--- config.mk ---
export PLATFORM = sky130hd
export DESIGN_NAME = wb_regfile
export DESIGN_NICKNAME = d
export VERILOG_FILES = /design/src/rtl/wb_regfile.sv
export SDC_FILE = /design/constraint.sdc
export NUM_CORES = 2
export LEC_CHECK = 0
export CAP_MARGIN = 20
export CORE_MARGIN = 3
export CORE_UTILIZATION = 54
export DETAILED_ROUTE_END_ITERATION = 7
export PLACE_DENSITY = 0.69
export SLEW_MARGIN = 30
export SYNTH_ARGS = -nofsm -noshare
export SYNTH_HDL_FRONTEND = slang
export SYNTH_SLANG_ARGS = --single-unit
--- constraint.sdc ---
create_clock -name clk -period 3.6 [get_ports clk]
set_clock_uncertainty 0.15 [all_clocks]
set_input_delay 0.72 -clock clk [delete_from_list [all_inputs] [get_ports clk]]
set_output_delay 0.72 -clock clk [all_outputs]
set_load 0.005 [all_outputs]
--- src/rtl/wb_regfile.sv ---
// Write-back register file: 31 stored GPRs ($0 hardwired to zero) plus the HI/LO pair.
// Define WB_REGFILE_BYPASS_EN to forward the in-flight write-back data to the read ports in the same cycle.
module wb_regfile (
  input  logic        clk,
  input  logic        rst,
  input  logic        wb_wreg,
  input  logic [4:0]  wb_wd,
  input  logic [31:0] wb_wdata,
  input  logic        wb_whilo,
  input  logic [31:0] wb_hi,
  input  logic [31:0] wb_lo,
  input  logic        re1,
  input  logic [4:0]  raddr1,
  output logic [31:0] rdata1,
  input  logic        re2,
  input  logic [4:0]  raddr2,
  output logic [31:0] rdata2,
  output logic [31:0] hi_o,
  output logic [31:0] lo_o
);

`ifdef WB_REGFILE_BYPASS_EN
  localparam logic BYPASS = 1'b1;
`else
  localparam logic BYPASS = 1'b0;
`endif

  logic [31:0] gpr_q [1:31];
  logic [31:0] hi_q, hi_d;
  logic [31:0] lo_q, lo_d;
  logic        gpr_we;

  assign gpr_we = wb_wreg && (wb_wd != 5'd0);

  always_comb begin
    hi_d = hi_q;
    lo_d = lo_q;
    if (wb_whilo) begin
      hi_d = wb_hi;
      lo_d = wb_lo;
    end
  end

  always_ff @(posedge clk or negedge rst) begin
    if (!rst) begin
      for (int i = 1; i < 32; i++) gpr_q[i] <= '0;
      hi_q <= '0;
      lo_q <= '0;
    end else begin
      if (gpr_we) gpr_q[wb_wd] <= wb_wdata;
      hi_q <= hi_d;
      lo_q <= lo_d;
    end
  end

  // Outputs are held at zero while reset is asserted, independent of the clock.
  always_comb begin
    rdata1 = '0;
    if (rst && re1 && (raddr1 != 5'd0)) begin
      if (BYPASS && wb_wreg && (wb_wd == raddr1)) rdata1 = wb_wdata;
      else                                        rdata1 = gpr_q[raddr1];
    end
  end

  always_comb begin
    rdata2 = '0;
    if (rst && re2 && (raddr2 != 5'd0)) begin
      if (BYPASS && wb_wreg && (wb_wd == raddr2)) rdata2 = wb_wdata;
      else                                        rdata2 = gpr_q[raddr2];
    end
  end

  always_comb begin
    hi_o = '0;
    lo_o = '0;
    if (rst) begin
      if (BYPASS && wb_whilo) begin
        hi_o = wb_hi;
        lo_o = wb_lo;
      end else begin
        hi_o = hi_q;
        lo_o = lo_q;
      end
    end
  end

endmodule

# ---- Word level (Yosys, flattened, before mapping)
# Cells that the tools add are included.
# Widths: inputs -> output; s select.
dict set report classes {
  magnitude_cmp 4
  mux 13
  n_reduce_logical 9
  bitwise_logic 3
}
# cell n
set ops {}
lappend ops {{$bwmux 992} 1}
lappend ops {{$bmux 32 s5} 2}
lappend ops {{$mux 32} 9}
lappend ops {{$demux 32 s5} 1}
lappend ops {{$ge 6x6->1 const B} 3}
lappend ops {{$not 5->6} 3}
lappend ops {{$reduce_bool 5->1} 3}
lappend ops {{$logic_and 1x1->1} 6}
lappend ops {{$lt 6x1->1 const B} 1}
dict set report totals {
  out_inout_bits 128
  regBits 1056
  input_bits 117
}

# ---- Depth between registers and ports, before layout
dict set report logic_depth {
  depth_word 6
  ltp_mapped 8
}

# ---- Least setup slack after synthesis
# No wires, ideal clock.
dict set report synth_path {
  path_kind {input port to output port}
  from {input port raddr1[1]}
  to {output port rdata1[16]}
  arrival_time_ns 2.056
  t_required_ns 2.730
  stages 8
  n_path_buf 4
  slack_ns 0.674
  cell_sequence {buf_4 buf_8 nand2b_1 buf_2 buf_1 o22ai_1 nor3_1 a2111oi_2}
}
dict set report synth_between {
  elab_chain_len 5
  elab_cells_between_ends 7
  classes_between {mux (4); bitwise (1); reduce/logical (2)}
}
# element line
set synth_rtl {}
lappend synth_rtl {{start: declaration} 13} ;# input logic [4:0] raddr1,
lappend synth_rtl {{$not 5->6 (not written as such)} 61} ;# else rdata1 = gpr_q[raddr1];
lappend synth_rtl {{$bmux 32 s5} 61}
lappend synth_rtl {{$mux 32 (not written as such) (2 in series)} 61}
lappend synth_rtl {{$mux 32 (*)} 59} ;# if (rst && re1 && (raddr1 != 5'd0)) begin
lappend synth_rtl {{end: declaration} 14} ;# output logic [31:0] rdata1,
# Every way passes the cells marked *; elsewhere a longest branch is shown, timed or not. The select of a mux whose other input is x is not followed.

# ---- Worst setup path in the final report
dict set report layout_path {
  from {input port raddr1[2]}
  to {output port rdata1[8]}
}
# Same word-level chain as after synthesis.

==> impl_metrics.sql <==
INSERT INTO impl_metrics (metric_group, metric, value, unit) VALUES
('outcome', 'run_status', 'finished, violations left', ''),
('setup_path', 'cp_num_buf_inv', '6', ''),
('place', 'dp.cells', '6093', ''),
('setup_path', 'r2r-start', 'gpr_q[961]$_DFFE_PN0P_', ''),
('finish', 'post_route_cells_drive_above_1_share', '0.423', ''),
('sta', 'finalMaxSlewViolations', '0', ''),
('synth', 'yosys_warnings', '0', ''),
('synth', 'post-synth-top-count-cell', 'sky130_fd_sc_hd__mux2_2', ''),
('power', 'power.internal', '25.6', 'mW'),
('setup_path', 'critical-path-slowest-cell', 'sky130_fd_sc_hd__clkdlybuf4s50_1', ''),
('sta', 'fmax', '0.265', 'GHz'),
('power', 'p_seq_frac', '0.444', ''),
('finish', 'final_cells', '6361', ''),
('synth', 'yosysUniqueCellTypes', '49', ''),
('synth', 'most_common_flop_cell_mapped_by_yosys', 'sky130_fd_sc_hd__dfrtp_1', ''),
('floorplan', 'chipWidth', '333', 'um'),
('global_routing', 'grt_pass1_wl', '287000', 'um'),
('floorplan', 'placeableCoreArea', '106000', 'um2'),
('setup_path', 'worst_ep_required_time', '2.73', 'ns'),
('synth', 'synth.top_cell.area_share', '0.458', ''),
('sta', 'report.final.setup_viol', '6', ''),
('setup_path', 'critPathMostFrequentCell', 'sky130_fd_sc_hd__buf_4', ''),
('synth', 'synth.ff_latch_count', '1056', ''),
('power', 'clock_power_share', '0.340', ''),
('setup_path', 'crit_path_max_fanout', '21', ''),
('clocking', 'cts_buffer_depth', '3', ''),
('finish', 'sequential_cell_area', '26400', 'um2'),
('clocking', 'clk_transition_reported_paths', '0.06', 'ns'),
('drt', 'drt_first_iter_violations', '3852', ''),
('sta', 'slew-limit-headroom', '0.436', ''),
('synth', 'synth_top_area_cell', 'sky130_fd_sc_hd__dfrtp_1', ''),
('global_routing', 'grt_pass1_vias', '43400', ''),
('synth', 'post_synth_instance_area', '57700', 'um2'),
('power', 'power_per_standard_cell_area', '508', 'nW/um2'),
('synth', 'postSynth.asyncResetShare', '1.00', ''),
('sta', 'report.final.hold_viol_count', '0', ''),
('outcome', 'violations', 'negative setup slack', ''),
('floorplan', 'die_h', '333', 'um'),
('drt', 'drc_errors', '0', ''),
('power', 'ir_worst_vdd', '0.454', 'mV'),
('sta', 'layout_worst_path_cycle_share', '1.05', ''),
('floorplan', 'design.portCount', '245', ''),
('sta', 'min_clock_period_post_route', '3.78', 'ns'),
('drt', 'route.final.wire_length', '192000', 'um'),
('place', 'detailed_place_hpwl', '121000', 'um'),
('drt', 'avgViaCountPerCell', '6.59', ''),
('sta', 'setup_ws', '-0.179', 'ns'),
('drt', 'drt_first_pass_iters', '6', ''),
('setup_path', 'path_cells', 'buf_12 > buf_4 > or2_4 > buf_12 > o22ai_1 > nor3_1 > buf_4 > a2111oi_4 > buf_4 > clkdlybuf4s50_1', ''),
('clocking', 'tritoncts', 'yes', ''),
('sta', 'grt_setup_unrepaired', 'true', ''),
('floorplan', 'initial_util', '0.546', ''),
('clocking', 'worstSkewPairLatency', '0.70', 'ns'),
('clocking', 'tritoncts.num_buffers', '115', ''),
('global_routing', 'globalRouteOverflowTotal', '0', ''),
('place', 'finalWeightedCongestion', '0.886', ''),
('power', 'power.switching_fraction', '0.283', ''),
('clocking', 'clock-sinks', '1056', ''),
('setup_path', 'cp-end-kind', 'output pin', ''),
('finish', 'nets_finish', '4995', ''),
('setup_path', 'path_delay_family', 'buffers and inverters', ''),
('global_routing', 'antenna_found_initial', '12', ''),
('clocking', 'root_buffer', 'sky130_fd_sc_hd__clkbuf_16', ''),
('sta', 'holdWs', '0.128', 'ns'),
('power', 'combPwrFrac', '0.216', ''),
('min_path', 'hold_path_class', 'in -> async', ''),
('place', 'placement.io_buffers', '244', ''),
('floorplan', 'floorplan.die_area', '111000', 'um2'),
('synth', 'synthesis.instances', '4472', ''),
('power', 'switchingPower', '10.1', 'mW'),
('setup_path', 'timing.critical_path.slowest_cell_delay', '0.50', 'ns');
-- metal layers --
| metal | up-vias | wire length [um] | global-route usage |
|---|---|---|---|
| met4 | 2 | 10000 | 0.159 |
| li1 | 17700 | - | - |
| met1 | 21800 | 77400 | 0.460 |
| met5 | - | 13 | 0 |
| met2 | 1880 | 89000 | 0.542 |
| met3 | 485 | 15900 | 0.0651 |
-- worst reg2reg max path, stage by stage (launching register included) --
cell and delay, ns:
sky130_fd_sc_hd__dfrtp_1 0.39, sky130_fd_sc_hd__buf_4 0.15, sky130_fd_sc_hd__mux2_2 0.27
-- cell type report --
class	count	area share
diodes	5	0.000178
clock buffers	160	0.0476
clock inverters	44	0.00751
inverters	58	0.00310
multi-input cells	2900	0.422
flip-flops and latches	1056	0.377
well taps	1391	0.0248
repair buffers	747	0.118
-- metrics by stage --
stage / setup TNS [ns] / cell area, um2 / setup slack, ns / util
finish: -0.576 / 70100 / -0.179 / 0.663
floorplan: 0 / 57700 / 0.674 / -
detailed placement: -18.19 / 64500 / -0.480 / 0.610
global route: -0.769 / 70100 / -0.190 / 0.663
CTS: -1.09 / 69700 / -0.212 / 0.660
global placement: -17.34 / 64600 / -0.498 / 0.611
-- worst paths after layout --
check                                         endpoint  cells past startpoint
worst max-delay path                         rdata1[8]                     10
max in group asynchronous       gpr_q[502]$_DFFE_PN0P_                      4
min in group clk                  lo_q[24]$_DFFE_PN0P_                      1
worst min register to register    lo_q[24]$_DFFE_PN0P_                      1
worst max register to register  gpr_q[961]$_DFFE_PN0P_                      2
worst min-delay path              hi_q[13]$_DFFE_PN0P_                      3
-- state kept, by name, indices dropped and copies added (netlist names) --
name and count:
lo_q 32, hi_q 32, gpr_q 992
-- logic make-up after synthesis --
group | after synthesis | share of synthesized area
multiplexers | 1940 | 0.379
AO/OA/AOI/OAI | 559 | 0.0793
flip-flops | 1056 | 0.458
AND/OR/NAND/NOR | 401 | 0.0348
buffers and inverters | 516 | 0.0487
-- power groups by stage --
| stage | Clock (mW) | Combinational (mW) | Sequential, mW |
|---|---|---|---|
| after floorplan | 0 | 5.18 | 15.4 |
| after detailed placement | 0 | 7.32 | 16.0 |
| after CTS | 12.3 | 7.59 | 15.8 |
| final | 12.1 | 7.69 | 15.8 |
| after global routing | 12.8 | 8.26 | 16.1 |
| after global placement | 0 | 7.16 | 15.8 |
-- layout by cell type, fill, tap and decap left out, types with 69 or more instances in the layout --
| cell type | netlist | final |
|---|---|---|
| sky130_fd_sc_hd__and2_1 | 68 | 69 |
| sky130_fd_sc_hd__buf_12 | 2 | 137 |
| sky130_fd_sc_hd__buf_4 | 60 | 327 |
| sky130_fd_sc_hd__clkbuf_16 | 0 | 120 |
| sky130_fd_sc_hd__clkdlybuf4s50_1 | 0 | 147 |
| sky130_fd_sc_hd__dfrtp_1 | 1056 | 1056 |
| sky130_fd_sc_hd__mux2_2 | 1112 | 1112 |
| sky130_fd_sc_hd__mux2i_1 | 732 | 732 |
| sky130_fd_sc_hd__mux4_2 | 86 | 86 |
| sky130_fd_sc_hd__nand2_1 | 141 | 123 |
| sky130_fd_sc_hd__nor3_1 | 123 | 106 |
| sky130_fd_sc_hd__o22ai_1 | 244 | 238 |
-- repair_timing --
action / 4_1_cts / 5_1_grt
hold buffers: 2 / 0
gates cloned: 9 / 2
setup endpoints to repair: 64 / 24
resized for setup: 200 / 36
pin swaps: 49 / 18
endpoints found under the hold margin: 41 / 0
buffers inserted: 24 / 24
(Power assumes the default switching activity.)
